**src/rtl/pipe_ctrl.sv**
```systemverilog
// Pipeline hazard/stall controller: load-use interlock, branch flush, data-memory
// wait handling with timeout-to-error, plus stall and flush event counters.
module pipe_ctrl #(
  parameter int unsigned TIMEOUT = 255
) (
  input  logic        CLK,
  input  logic        RST,
  input  logic        MemRead_E,
  input  logic [4:0]  WA_E,
  input  logic [4:0]  RA0_D,
  input  logic [4:0]  RA1_D,
  input  logic        UseRA0_D,
  input  logic        UseRA1_D,
  input  logic        Taken_E,
  input  logic        DReq_M,
  input  logic        DAck,
  output logic        Stall_F,
  output logic        Stall_D,
  output logic        Stall_E,
  output logic        Stall_M,
  output logic        Flush_D,
  output logic        Flush_E,
  output logic        Bubble_W,
  output logic        Err,
  output logic [31:0] StallCnt,
  output logic [15:0] FlushCnt
);

  localparam logic [1:0] RUN   = 2'd0;
  localparam logic [1:0] MWAIT = 2'd1;
  localparam logic [1:0] ERR   = 2'd2;

  localparam logic [7:0] TIMEOUT_C = 8'(TIMEOUT);

  logic [1:0]  state_q, state_d;
  logic [7:0]  wcnt_q, wcnt_d;
  logic [31:0] stall_cnt_q, stall_cnt_d;
  logic [15:0] flush_cnt_q, flush_cnt_d;
  logic        lu, ms, any_stall;

  always_comb begin
    lu = MemRead_E && (WA_E != 5'd0) &&
         ((UseRA0_D && (RA0_D == WA_E)) || (UseRA1_D && (RA1_D == WA_E)));
    ms = ((state_q == RUN) && DReq_M && !DAck) || ((state_q == MWAIT) && !DAck);

    Stall_F  = 1'b0;
    Stall_D  = 1'b0;
    Stall_E  = 1'b0;
    Stall_M  = 1'b0;
    Flush_D  = 1'b0;
    Flush_E  = 1'b0;
    Bubble_W = 1'b0;

    // Priority: reset, error, memory stall, taken branch, load-use.
    if (RST) begin
      Bubble_W = 1'b1;
    end else if (state_q == ERR || ms) begin
      Stall_F  = 1'b1;
      Stall_D  = 1'b1;
      Stall_E  = 1'b1;
      Stall_M  = 1'b1;
      Bubble_W = 1'b1;
    end else if (Taken_E) begin
      Flush_D = 1'b1;
      Flush_E = 1'b1;
    end else if (lu) begin
      Stall_F = 1'b1;
      Stall_D = 1'b1;
      Flush_E = 1'b1;
    end

    any_stall = Stall_F || Stall_D || Stall_E || Stall_M;
  end

  always_comb begin
    state_d = state_q;
    wcnt_d  = wcnt_q;
    case (state_q)
      RUN: begin
        if (DReq_M && !DAck) begin
          state_d = MWAIT;
          wcnt_d  = 8'd1;
        end
      end
      MWAIT: begin
        // Completion on the timeout cycle still wins over the error.
        if (DAck) begin
          state_d = RUN;
          wcnt_d  = 8'd0;
        end else if (wcnt_q == TIMEOUT_C) begin
          state_d = ERR;
        end else begin
          wcnt_d = wcnt_q + 8'd1;
        end
      end
      ERR:     state_d = ERR;
      default: begin
        state_d = RUN;
        wcnt_d  = 8'd0;
      end
    endcase

    stall_cnt_d = stall_cnt_q;
    if (any_stall && (stall_cnt_q != 32'hFFFF_FFFF))
      stall_cnt_d = stall_cnt_q + 32'd1;

    flush_cnt_d = flush_cnt_q;
    if (Flush_D)
      flush_cnt_d = flush_cnt_q + 16'd1;
  end

  always_ff @(posedge CLK) begin
    if (RST) begin
      state_q     <= RUN;
      wcnt_q      <= 8'd0;
      stall_cnt_q <= 32'd0;
      flush_cnt_q <= 16'd0;
    end else begin
      state_q     <= state_d;
      wcnt_q      <= wcnt_d;
      stall_cnt_q <= stall_cnt_d;
      flush_cnt_q <= flush_cnt_d;
    end
  end

  assign Err      = (state_q == ERR);
  assign StallCnt = stall_cnt_q;
  assign FlushCnt = flush_cnt_q;

endmodule

```
**config.mk**
```make
export PLATFORM = sky130hd
export DESIGN_NAME = pipe_ctrl
export DESIGN_NICKNAME = d
export VERILOG_FILES = /design/src/rtl/pipe_ctrl.sv
export SDC_FILE = /design/constraint.sdc
export NUM_CORES = 1
export LEC_CHECK = 0
export ABC_CLOCK_PERIOD_IN_PS = 5130
export CAP_MARGIN = 20
export CORE_UTILIZATION = 45
export DETAILED_ROUTE_END_ITERATION = 6
export PLACE_DENSITY = 0.73
export SLEW_MARGIN = 30
export SYNTH_ARGS = -nofsm -noshare
export SYNTH_HDL_FRONTEND = slang
export SYNTH_SLANG_ARGS = --single-unit
```
**constraint.sdc**
```tcl
create_clock -name CLK -period 5.13 [get_ports CLK]
set_input_delay 1.026 -clock CLK [delete_from_list [all_inputs] [get_ports CLK]]
set_output_delay 1.026 -clock CLK [all_outputs]
set_load 0.02 [all_outputs]
```
# ---- Yosys cells after proc, flatten, opt, wreduce, memory -nomap -nowiden
# Index checks and enable logic that the tools add are counted.
dict set report op_classes {
  n_mux 21
  eq_ne 9
  bitwise 1
  n_reduce_logical 19
  add_sub_neg 3
}
# cell count
set ops {}
lappend ops {{adder 32 x 1 -> 32 bit, second input constant} 1}
lappend ops {{!= test 32 bit, second input constant} 1}
lappend ops {{2-to-1 mux 8 bit} 3}
lappend ops {{one-hot mux 8 bit (3 select lines)} 1}
lappend ops {{adder 16 x 1 -> 16 bit, second input constant} 1}
lappend ops {{2-to-1 mux 1 bit} 13}
lappend ops {{equality test 5 bit} 2}
lappend ops {{logical AND 1 bit} 9}
lappend ops {{adder 8 x 1 -> 8 bit, second input constant} 1}
lappend ops {{equality test 8 bit, second input constant} 1}
lappend ops {{2-to-1 mux 2 bit} 3}
lappend ops {{one-hot mux 2 bit (3 select lines)} 1}
lappend ops {{logical OR 1 bit} 5}
lappend ops {{nonzero test 5 bit} 1}
lappend ops {{!= test 3 x 2 -> 1 bit, second input constant} 1}
lappend ops {{!= test 3 bit, second input constant} 1}
lappend ops {{AND reduction 3 bit} 1}
lappend ops {{equality test 2 x 1 -> 1 bit, second input constant} 1}
lappend ops {{equality test 2 bit, second input constant} 1}
lappend ops {{logical NOT 2 bit} 1}
lappend ops {{!= test 2 x 1 -> 1 bit, second input constant} 1}
lappend ops {{AND reduction 2 bit} 1}
lappend ops {{logical NOT 1 bit} 1}
lappend ops {{inverter 1 bit} 1}
dict set report totals {
  register_bits 58
  inputBits 23
  elab_cells 57
}

# ---- Logic depth before layout (Yosys ltp)
# Gate-level depths: netlist of the first run.
dict set report logic_depth {
  depth_word 11
  mapped_depth 9
}

# ---- Worst setup path after synthesis of the first run
# No wires, ideal clock.
dict set report synth_timing {
  path_type {in2out}
  start {in WA_E[1]}
  end {out Stall_F}
  required_ns 4.104
  setup_slack_ns 1.803
  path_stages 5
  arrival_time_ns 2.301
  path_cell_list {or4_1 > o21ai_0 > a2bb2oi_1 > nor2_1 > buf_4}
}
dict set report synth_via {
  elab_chain_len 8
}
# item line
set synth_lines {}
lappend synth_lines {{start: declaration} 9} ;# input logic [4:0] WA_E,
lappend synth_lines {{equality test 5 bit} 43} ;# ((UseRA0_D && (RA0_D == WA_E)) || (UseRA1_D && (RA1_D == WA_E)));
lappend synth_lines {{logical AND 1 bit} 43}
lappend synth_lines {{logical OR 1 bit} 43}
lappend synth_lines {{logical AND 1 bit *} 42} ;# lu = MemRead_E && (WA_E != 5'd0) &&
lappend synth_lines {{2-to-1 mux 1 bit * (4 in series)} --}
lappend synth_lines {{end: declaration} 17} ;# output logic Stall_F,
# Every way passes the cells marked *; elsewhere a longest branch is shown, timed or not.

# ---- Final worst setup path of the first run
dict set report layout_timing {
  start {in WA_E[2]}
  end {out Stall_D}
}
dict set report layout_via {
  elab_chain_len 8
}
# item line
set layout_lines {}
lappend layout_lines {{equality test 5 bit} 43}
lappend layout_lines {{logical AND 1 bit} 43}
lappend layout_lines {{logical OR 1 bit} 43}
lappend layout_lines {{logical AND 1 bit *} 42}
lappend layout_lines {{2-to-1 mux 1 bit *} 66} ;# end else if (lu) begin
lappend layout_lines {{2-to-1 mux 1 bit *} 63} ;# end else if (Taken_E) begin
lappend layout_lines {{2-to-1 mux 1 bit *} 57} ;# end else if (state_q == ERR || ms) begin
lappend layout_lines {{2-to-1 mux 1 bit *} 55} ;# if (RST) begin
lappend layout_lines {{end: declaration} 18} ;# output logic Stall_D,
# Marks and branches as above.

==> out/results.ini, run 1 <==
[clock_tree]
cts_buffer_depth = 2
tritoncts = done
cts_resized = 0
h-tree-depth = 3
post_cts_buffers = 0
numCtsBuffers = 9
insertion_delay_ns = 0.34
clkSlewWorstSetupHoldPaths_ns = 0.06
clkSinkCount = 58
clock-root-buffer = clkbuf_8
hold_buffers = 0

[synth]
synth.avg_cell_area_um2 = 8.26
synthCells = 366
syn_nets = 392
synth_area_um2 = 3020
synth_seq_cells = 58
synth.distinct_cells = 51
ys_seq_area_share_pct = 38.4
synth-async-reset-ratio_pct = 0
yosys_warnings = 0
synth_edf_count = 0
ys.flop_type = dfxtp_1

[power_and_ir_drop]
irDropWorstVdd_mv = 0.149
combPwrFrac_pct = 8.1
p_int_w = 0.000685
switching_share_pct = 24.1
p_seq_share_pct = 50.6
leakage_nw = 1.26
switchingPower_w = 0.000217
power_frac_clock_pct = 41.3
p_per_area_nw_per_um2 = 227

[sta]
tns_ns = 0
rsz0062_at_grt = no
final-hold-violation-count = 0
period_needed_ns = 4.22
setup_violations = 0
worstMarginPinSlew_ns = 0.483
max_clock_freq_mhz = 237
layout_setup_ws_ns = 0.908
fin_skew_ns = 0.00871
slew_viol_final = 0
post-route-period-util_pct = 82.3
max_slew_margin_pct = 67.8

[route]
drtAntennaViolNets = 0
wl_per_cell_um = 14.4
first_pass_iters = 7
vias = 2869
detail_route.iter0.violations = 105
drc = 5
avgViaCountPerCell = 5.55
wirelength_mm = 7.42

[cells_and_area]
drive_gt1_share_pct = 6.14
diodes = 0
area_growth_pct = 31.5
fillers = 589
finish.net_count = 462

[worst_setup_path]
crit_type = input port to output port
start_kind = input port
worstPathArrival_ns = 3.20
cp_max_fo = 3
end_kind = output port
crit_required_ns = 4.10

[global_route]
grt_pass1_wl_mm = 12.5
antenna_found_initial = 0
first_global_vias = 2752
grt_overflow_total = 0
grt_usage_pct = 22.0
grt_max_degree = 49

[die]
die_w_um = 83.9
dieArea_um2 = 7050
std_cell_rows = 29
initial_core_util_pct = 47.0
core_area_um2 = 6420
die_h_um = 83.9
ioPinCount = 79

[placement]
io_buffers = 78
dp.final_hpwl_mm = 5.22
place_congestion = 0.792
dp_slack_ns = 0.906

[run_status]
outcome = finished, violations left
violations = design-rule violations

[min_path]
hp-class = flip-flop to flip-flop

[job]
maxCapViolCount = 0

-- state kept, by name (all words and copies together), names as in the netlist --
signal	flops
state_q	2
wcnt_q	8
FlushCnt	16
StallCnt	32
-- metal layers --
layer / global-route usage (%) / part of all wire, %
met4: 6.11 / 0.92
met1: 25.8 / 45
met3: 7.81 / 5.6
met5: 0 / 0
met2: 37.8 / 48
-- area by class of cell --
type	instances	area (µm²)	share of cell area (%)
Tap cell	77	96.3	2.42
Timing Repair Buffer	79	783	19.7
Multi-Input combinational cell	277	1720	43.3
Clock buffer	12	155	3.90
Inverter	11	41.3	1.04
Clock inverter	3	15.0	0.378
Sequential cell	58	1160	29.2
-- path summary, 6_finish.rpt --
check / from / slack [ns] / depth (start not counted) / end
worst min register to register: wcnt_q[1]$_SDFFE_PP0P_ / 0.49 / 2 / wcnt_q[1]$_SDFFE_PP0P_
worst min-delay path: wcnt_q[1]$_SDFFE_PP0P_ / 0.49 / 2 / wcnt_q[1]$_SDFFE_PP0P_
worst max register to register: StallCnt[0]$_SDFFE_PP0P_ / 2.54 / 7 / StallCnt[17]$_SDFFE_PP0P_
worst max-delay path: WA_E[2] / 0.91 / 6 / Stall_D
-- cells by family (layout without fill, tap and decap cells) --
kind of cell,Yosys count,after routing,share of synthesized area [%]
adders and majority gates,3,3,1.24
DFF,58,58,38.4
xor gates and xnor gates,29,29,8.41
and+or+nand+nor,169,169,30.4
buffers and inverters,31,105,4.60
AOI/OAI and AO/OA,69,69,14.5
muxes,7,7,2.48
-- power by group through the flow --
stage          Combinational, W  Clock (W)  Sequential (W)
2_1_floorplan         0.0000395          0        0.000467
3_3_place_gp          0.0000722          0        0.000466
3_5_place_dp          0.0000730          0        0.000467
4_1_cts               0.0000734   0.000379        0.000456
5_1_grt               0.0000797   0.000399        0.000457
6_report              0.0000732   0.000372        0.000457
-- through the flow --
stage | instance area [µm²] | hold slack, ns | utilization (%) | std cells | power (W)
2_1_floorplan | 3020 | 0.458 | - | 366 | 0.000506
3_3_place_gp | 3800 | 0.473 | 59.2 | 502 | 0.000539
3_5_place_dp | 3800 | 0.473 | 59.2 | 502 | 0.000540
4_1_cts | 3970 | 0.484 | 61.9 | 517 | 0.000909
5_1_grt | 3970 | 0.519 | 61.9 | 517 | 0.000935
6_report | 3970 | 0.487 | 61.9 | 517 | 0.000902
-- synth_stat cells, drive strengths merged, types with 2 or more instances --
master,count,area [µm²]
nand2b,4,25.0
nor4,11,81.3
nand4,13,81.3
o21ai,16,83.8
xor2,17,149
o31ai,11,82.6
nor2,41,154
ha,3,37.5
inv,11,41.3
and4,4,35.0
or2,4,25.0
a21oi,26,130
nor3,5,25.0
clkbuf,10,37.5
o311ai,3,26.3
nand2,24,90.1
buf,10,60.1
o41ai,3,26.3
xnor2,12,105
or4,11,82.6
mux2,4,45.0
mux2i,3,30.0
and2,3,18.8
nor2b,5,31.3
nand3,20,100
nor3b,2,15.0
and3,6,37.5
dfxtp,58,1160
or3,13,86.3
-- cell usage in the layout, fill, tap and decap left out, types with 4 or more instances in the layout --
cell and instances:
and3_1 6, dfxtp_1 58, a21oi_1 26, nand2b_1 4, nand2_1 24, mux2_2 4, or3_1 12, nand4_1 13
nor3_1 5, xor2_1 17, nand3_1 20, o31ai_1 11, or4_1 11, nor2b_1 5, o21ai_0 14, inv_1 11
nor2_1 41, clkbuf_8 11, xnor2_1 12, nor4_1 9, and4_1 4, clkdlybuf4s50_1 77
-- worst max-delay path, stage by stage --
cell and delay, ns:
clkdlybuf4s50_1 0.47, or4_1 0.51, o21ai_0 0.22, a2bb2oi_1 0.28, nor2_1 0.12, clkdlybuf4s50_1 0.57
No activity file was read; power rests on OpenSTA's default activity.
==> inputs of run 2 (changes only) <==
--- a/config.mk
+++ b/config.mk
@@ -5,7 +5,7 @@
 export SDC_FILE = /design/constraint.sdc
 export NUM_CORES = 1
 export LEC_CHECK = 0
-export ABC_CLOCK_PERIOD_IN_PS = 5130
+export ABC_CLOCK_PERIOD_IN_PS = 4100
 export CAP_MARGIN = 20
 export CORE_UTILIZATION = 45
 export DETAILED_ROUTE_END_ITERATION = 6
==> constraint.sdc (replaced) <==
create_clock -name CLK -period 4.1 [get_ports CLK]
set_input_delay 0.82 -clock CLK [delete_from_list [all_inputs] [get_ports CLK]]
set_output_delay 0.82 -clock CLK [all_outputs]
set_load 0.02 [all_outputs]
==> run 2 against run 1 <==
The flow still finishes with violations (design-rule violations); highest routed layer unchanged; largest cell class unchanged; register-to-register slack worse by 1.0 ns; design area grew 2.0%; critical path depth stayed put; count of clock-buffer cells in the layout shrank 1; via count rose by 1.2%; die area is the same; hold slack got worse by 0.0044 ns; combinational power is 24% higher; largest power group is now clock.
==> out/results.ini, run 2 (synthesis results as in run 1) <==
[cells_and_area]
diodes = 0  ; unchanged
drive_gt1_share_pct = 6.58  ; was 6.14%
fillers = 561  ; was 589
final_cell_mix = clkdlybuf4s50_1, dfxtp_1, nor2_1  ; unchanged
finish.net_count = 462  ; unchanged
final_common_cell = clkdlybuf4s50_1  ; unchanged
largest_register_ffs = 32  ; unchanged
area_growth_pct = 34.2  ; was 31.5%

[worst_setup_path]
cpMostUsedCell = clkdlybuf4s50_1  ; unchanged
start_kind = input port  ; unchanged
end_kind = output port  ; unchanged
cp_max_fo = 3  ; unchanged
crit_type = input port to output port  ; unchanged
max_stage_delay_ns = 0.56  ; was 0.57 ns
worstPathArrival_ns = 3.01  ; was 3.20 ns
cpMaxStageDelayCell = clkdlybuf4s50_1  ; unchanged
crit_required_ns = 3.28  ; was 4.10 ns
path_cells = clkdlybuf4s50_1 -> or4_1 -> o21ai_0 -> a2bb2oi_1 -> nor2_1 -> clkdlybuf4s50_1  ; unchanged

[route]
wirelength_mm = 7.27  ; was 7.42 mm
vias = 2904  ; was 2869
drc = 6  ; was 5
drtAntennaViolNets = 0  ; unchanged
detail_route.iter0.violations = 130  ; was 105
wl_per_cell_um = 14.0  ; was 14.4 µm
avgViaCountPerCell = 5.61  ; was 5.55
first_pass_iters = 6  ; was 7

[placement]
dp.final_hpwl_mm = 5.17  ; was 5.22 mm
dp_slack_ns = 0.267  ; was 0.906 ns
io_buffers = 78  ; unchanged
place_congestion = 0.792  ; unchanged

[clock_tree]
cts_resized = 0  ; unchanged
hold_buffers = 0  ; unchanged
numCtsBuffers = 9  ; unchanged
clkSlewWorstSetupHoldPaths_ns = 0.06  ; about the same
h-tree-depth = 3  ; unchanged
cts_buffer_depth = 2  ; unchanged
clkSinkCount = 58  ; unchanged
insertion_delay_ns = 0.33  ; was 0.34 ns
tritoncts = done  ; unchanged
clock-root-buffer = clkbuf_8  ; unchanged
post_cts_buffers = 0  ; unchanged

[sta]
period_needed_ns = 3.83
setup_violations = 0  ; unchanged
slew_viol_final = 0  ; unchanged
final-hold-violation-count = 0  ; unchanged
max_slew_margin_pct = 68.7  ; was 67.8%
max_clock_freq_mhz = 261
fin_skew_ns = 0.00768  ; was 0.00871 ns
layout_setup_ws_ns = 0.275  ; was 0.908 ns
worstMarginPinSlew_ns = 0.470  ; was 0.483 ns
post-route-period-util_pct = 93.3
tns_ns = 0  ; unchanged
rsz0062_at_grt = no  ; unchanged

[power_and_ir_drop]
leakage_nw = 1.30  ; was 1.26 nW
irDropWorstVdd_mv = 0.187  ; was 0.149 mV
p_per_area_nw_per_um2 = 327  ; was 227 nW/µm²

[die]
die_h_um = 83.9  ; unchanged
std_cell_rows = 29  ; unchanged
initial_core_util_pct = 47.0  ; unchanged
dieArea_um2 = 7050  ; unchanged
ioPinCount = 79  ; unchanged
core_area_um2 = 6420  ; unchanged
die_w_um = 83.9  ; unchanged

[global_route]
grt_usage_pct = 21.5  ; was 22.0%
grt_pass1_wl_mm = 12.3  ; was 12.5 mm
first_global_vias = 2730  ; was 2752
grt_overflow_total = 0  ; unchanged
grt_max_degree = 49  ; unchanged
antenna_found_initial = 0  ; unchanged

[min_path]
hp-class = flip-flop to flip-flop  ; unchanged

[run_status]
outcome = finished, violations left  ; unchanged
violations = design-rule violations  ; unchanged

[job]
maxCapViolCount = 0  ; unchanged

==> run 2: final timing paths <==
path                             from                        end  slack [ns]  depth (start not counted)
max                           WA_E[1]                    Stall_D        0.27                          6
min            wcnt_q[1]$_SDFFE_PP0P_     wcnt_q[1]$_SDFFE_PP0P_        0.48                          2
max reg2reg  StallCnt[0]$_SDFFE_PP0P_  StallCnt[17]$_SDFFE_PP0P_        1.51                          7
min reg2reg    wcnt_q[1]$_SDFFE_PP0P_     wcnt_q[1]$_SDFFE_PP0P_        0.48                          2
==> run 2: power breakdown <==
group	leakage [nW]	switching, W	total [W]	internal, W
clock network	0.129	0.000230	0.000664	0.000435
registers	0.468	0.00000460	0.000571	0.000567
logic	0.702	0.0000464	0.0000906	0.0000441
total	1.30	0.000281	0.00133	0.00105
==> run 2: critical path, delay by kind of cell <==
family | cells | cell delay, ns
AO/OA/AOI/OAI | 2 | 0.52
buffers and inverters | 2 | 1.02
AND/OR/NAND/NOR | 2 | 0.64
==> run 2: cell type report <==
class / count / area, µm² / area share [%]
timing repair buffer: 79 / 783 / 19.3
multi-input combinational: 277 / 1720 / 42.5
clock buffer: 11 / 151 / 3.73
inverter: 11 / 41.3 / 1.02
clock inverter: 5 / 100 / 2.47
tap: 77 / 96.3 / 2.38
sequential: 58 / 1160 / 28.6
==> run 2: routing by layer <==
layer  routed length (µm)  vias up  GRT usage (%)
met5                    0        -              0
met3                  384       12           6.82
met1                 3330     1360           25.9
met4                  116        0           8.31
met2                 3450       59           35.7
li1                     -     1473              -
==> run 2: through the flow <==
step	instances	hold slack (ns)	util (%)	total power, W	cell area, µm²
detailed placement	502	0.473	59.2	0.000675	3800
global placement	502	0.473	59.2	0.000674	3800
finish	518	0.483	63.1	0.00133	4060
floorplan	366	0.458	-	0.000634	3020
global route	518	0.520	63.1	0.00137	4060
CTS	518	0.484	63.1	0.00134	4060
==> inputs of run 3 (changes only) <==
--- a/config.mk
+++ b/config.mk
@@ -5,7 +5,6 @@
 export SDC_FILE = /design/constraint.sdc
 export NUM_CORES = 1
 export LEC_CHECK = 0
-export ABC_CLOCK_PERIOD_IN_PS = 4100
 export CAP_MARGIN = 20
 export CORE_UTILIZATION = 45
 export DETAILED_ROUTE_END_ITERATION = 6
==> constraint.sdc (replaced) <==
create_clock -name CLK -period 4.1 [get_ports CLK]
set_input_delay 0.615 -clock CLK [delete_from_list [all_inputs] [get_ports CLK]]
set_output_delay 0.615 -clock CLK [all_outputs]
set_load 0.02 [all_outputs]
==> run 3 against run 2 <==
The run still ends with design-rule violations left; register-to-register slack improved by 0.05 ns; via count decreased by 0.24%; core utilization decreased by 0.51 points; sequential power about the same; routed wire length increased by 0.99%; clock power decreased by 13%; die area unchanged; sequential cell count unchanged; clock skew about the same; first-iteration DRC count increased by 12%; largest power group unchanged; highest routed layer unchanged.
==> out/results.ini, run 3 (synthesis results as in run 1) <==
[die]
die_h_um = 83.9  ; unchanged
dieArea_um2 = 7050  ; unchanged
ioPinCount = 79  ; unchanged
initial_core_util_pct = 47.0  ; unchanged
die_w_um = 83.9  ; unchanged
std_cell_rows = 29  ; unchanged
core_area_um2 = 6420  ; unchanged

[clock_tree]
clkSlewWorstSetupHoldPaths_ns = 0.06  ; about the same
hold_buffers = 0  ; unchanged
numCtsBuffers = 9  ; unchanged
post_cts_buffers = 0  ; unchanged
insertion_delay_ns = 0.33  ; about the same
cts_resized = 0  ; unchanged
clock-root-buffer = clkbuf_8  ; unchanged
h-tree-depth = 3  ; unchanged
clkSinkCount = 58  ; unchanged
tritoncts = done  ; unchanged
cts_buffer_depth = 2  ; unchanged

[worst_setup_path]
cp_max_fo = 3  ; unchanged
r2r_end = StallCnt[17]$_SDFFE_PP0P_  ; unchanged
start_kind = input port  ; unchanged
crit_required_ns = 3.48  ; was 3.28 ns
r2r_start = StallCnt[0]$_SDFFE_PP0P_  ; unchanged
r2r_cells = 7  ; unchanged
crit_type = input port to output port  ; unchanged
crit_path_start = WA_E[1]  ; unchanged
reg2reg_slack_ns = 1.56  ; was 1.51 ns
endpoint = Stall_D  ; unchanged
worstPathArrival_ns = 2.84  ; was 3.01 ns
end_kind = output port  ; unchanged

[global_route]
grt_usage_pct = 21.6  ; was 21.5%
grt_overflow_total = 0  ; unchanged
antenna_found_initial = 0  ; unchanged
grt_max_degree = 49  ; unchanged
first_global_vias = 2698  ; was 2730
grt_pass1_wl_mm = 12.3  ; about the same

[sta]
period_needed_ns = 3.45  ; was 3.83 ns
setup_violations = 0  ; unchanged
layout_setup_ws_ns = 0.649  ; was 0.275 ns
max_slew_margin_pct = 68.4  ; was 68.7%
max_clock_freq_mhz = 290  ; was 261 MHz
slew_viol_final = 0  ; unchanged
worstMarginPinSlew_ns = 0.474  ; was 0.470 ns
rsz0062_at_grt = no  ; unchanged
final-hold-violation-count = 0  ; unchanged
tns_ns = 0  ; unchanged
post-route-period-util_pct = 84.2  ; was 93.3%
fin_skew_ns = 0.00789  ; was 0.00768 ns

[cells_and_area]
finish.net_count = 462  ; unchanged
final_common_cell = clkdlybuf4s50_1  ; unchanged
drive_gt1_share_pct = 6.35  ; was 6.58%
diodes = 0  ; unchanged
final_cell_mix = clkdlybuf4s50_1, dfxtp_1, nor2_1  ; unchanged
design_area_um2 = 4020  ; was 4060 µm²
largest_register_ffs = 32  ; unchanged
area_growth_pct = 33.1  ; was 34.2%
utilization_pct = 62.6  ; was 63.1%

[run_status]
outcome = finished, violations left  ; unchanged
violations = design-rule violations  ; unchanged

[power_and_ir_drop]
leakage_nw = 1.28  ; was 1.30 nW
irDropWorstVdd_mv = 0.219  ; was 0.187 mV
p_per_area_nw_per_um2 = 309  ; was 327 nW/µm²

[placement]
io_buffers = 78  ; unchanged
dp.final_hpwl_mm = 5.25  ; was 5.17 mm
place_area_um2 = 3800  ; unchanged
dp_slack_ns = 0.665  ; was 0.267 ns
place_congestion = 0.790  ; was 0.792

[min_path]
worstHoldStart = StallCnt[25]$_SDFFE_PP0P_  ; was wcnt_q[1]$_SDFFE_PP0P_
hp-class = flip-flop to flip-flop  ; unchanged

[route]
wirelength_mm = 7.35  ; was 7.27 mm
drtAntennaViolNets = 0  ; unchanged
first_pass_iters = 7  ; was 6
vias = 2897  ; was 2904
avgViaCountPerCell = 5.59  ; was 5.61
detail_route.iter0.violations = 146  ; was 130
wl_per_cell_um = 14.2  ; was 14.0 µm
drc = 6  ; unchanged

[job]
maxCapViolCount = 0  ; unchanged

run 3: changes by cell type in the layout (fill, tap and decap cells not counted):
cell,delta
clkbuf_8,-1
clkbuf_1,+1
clkinvlp_4,+1
bufinv_16,-1
run 3: per-stage QoR:
| step | power (W) | instances | hold slack (ns) |
|---|---|---|---|
| 4_1_cts | 0.00126 | 518 | 0.499 |
| 5_1_grt | 0.00130 | 518 | 0.524 |
| 2_1_floorplan | 0.000634 | 366 | 0.458 |
| 6_report | 0.00124 | 518 | 0.495 |
| 3_3_place_gp | 0.000674 | 502 | 0.472 |
| 3_5_place_dp | 0.000675 | 502 | 0.484 |
run 3: power breakdown:
part,internal [W],total (W),switching (W)
clock network,0.000357,0.000580,0.000223
logic,0.0000442,0.0000918,0.0000476
registers,0.000567,0.000571,0.00000441
total,0.000967,0.00124,0.000275
run 3: critical path, cell delays in order:
cell,delay [ns]
clkdlybuf4s50_1,0.47
or4_1,0.54
o21ai_0,0.26
a2bb2oi_1,0.28
nor2_1,0.12
clkdlybuf4s50_1,0.56
run 3: layout make-up:
| cell class | count | area [µm²] |
|---|---|---|
| inverter | 11 | 41.3 |
| clock buffer | 11 | 141 |
| sequential | 58 | 1160 |
| timing repair buffer | 79 | 783 |
| clock inverter | 5 | 77.6 |
| fill | 571 | 2400 |
| tap | 77 | 96.3 |
| multi-input combinational | 277 | 1720 |
run 3: how the worst min path moves through the flow:
| stage | slack [ns] | end | cells past startpoint |
|---|---|---|---|
| 2_1_floorplan | 0.46 | wcnt_q[1]$_SDFFE_PP0P_ | 2 |
| 3_3_place_gp | 0.47 | wcnt_q[1]$_SDFFE_PP0P_ | 2 |
| 3_5_place_dp | 0.48 | wcnt_q[1]$_SDFFE_PP0P_ | 2 |
| 4_1_cts | 0.50 | StallCnt[25]$_SDFFE_PP0P_ | 2 |
| 5_1_grt | 0.52 | StallCnt[20]$_SDFFE_PP0P_ | 2 |
| 6_report | 0.50 | StallCnt[25]$_SDFFE_PP0P_ | 2 |
run 3: routing by layer:
metal  track usage (%)  wire length, µm  up-vias  part of all wire [%]
met5                 0                0        -                     0
met1              24.8             3200     1353                    43
met3              6.43              428       12                   5.8
met2              37.8             3600       62                    49
li1                  -                -     1470                     -
met4              7.99              116        0                   1.6
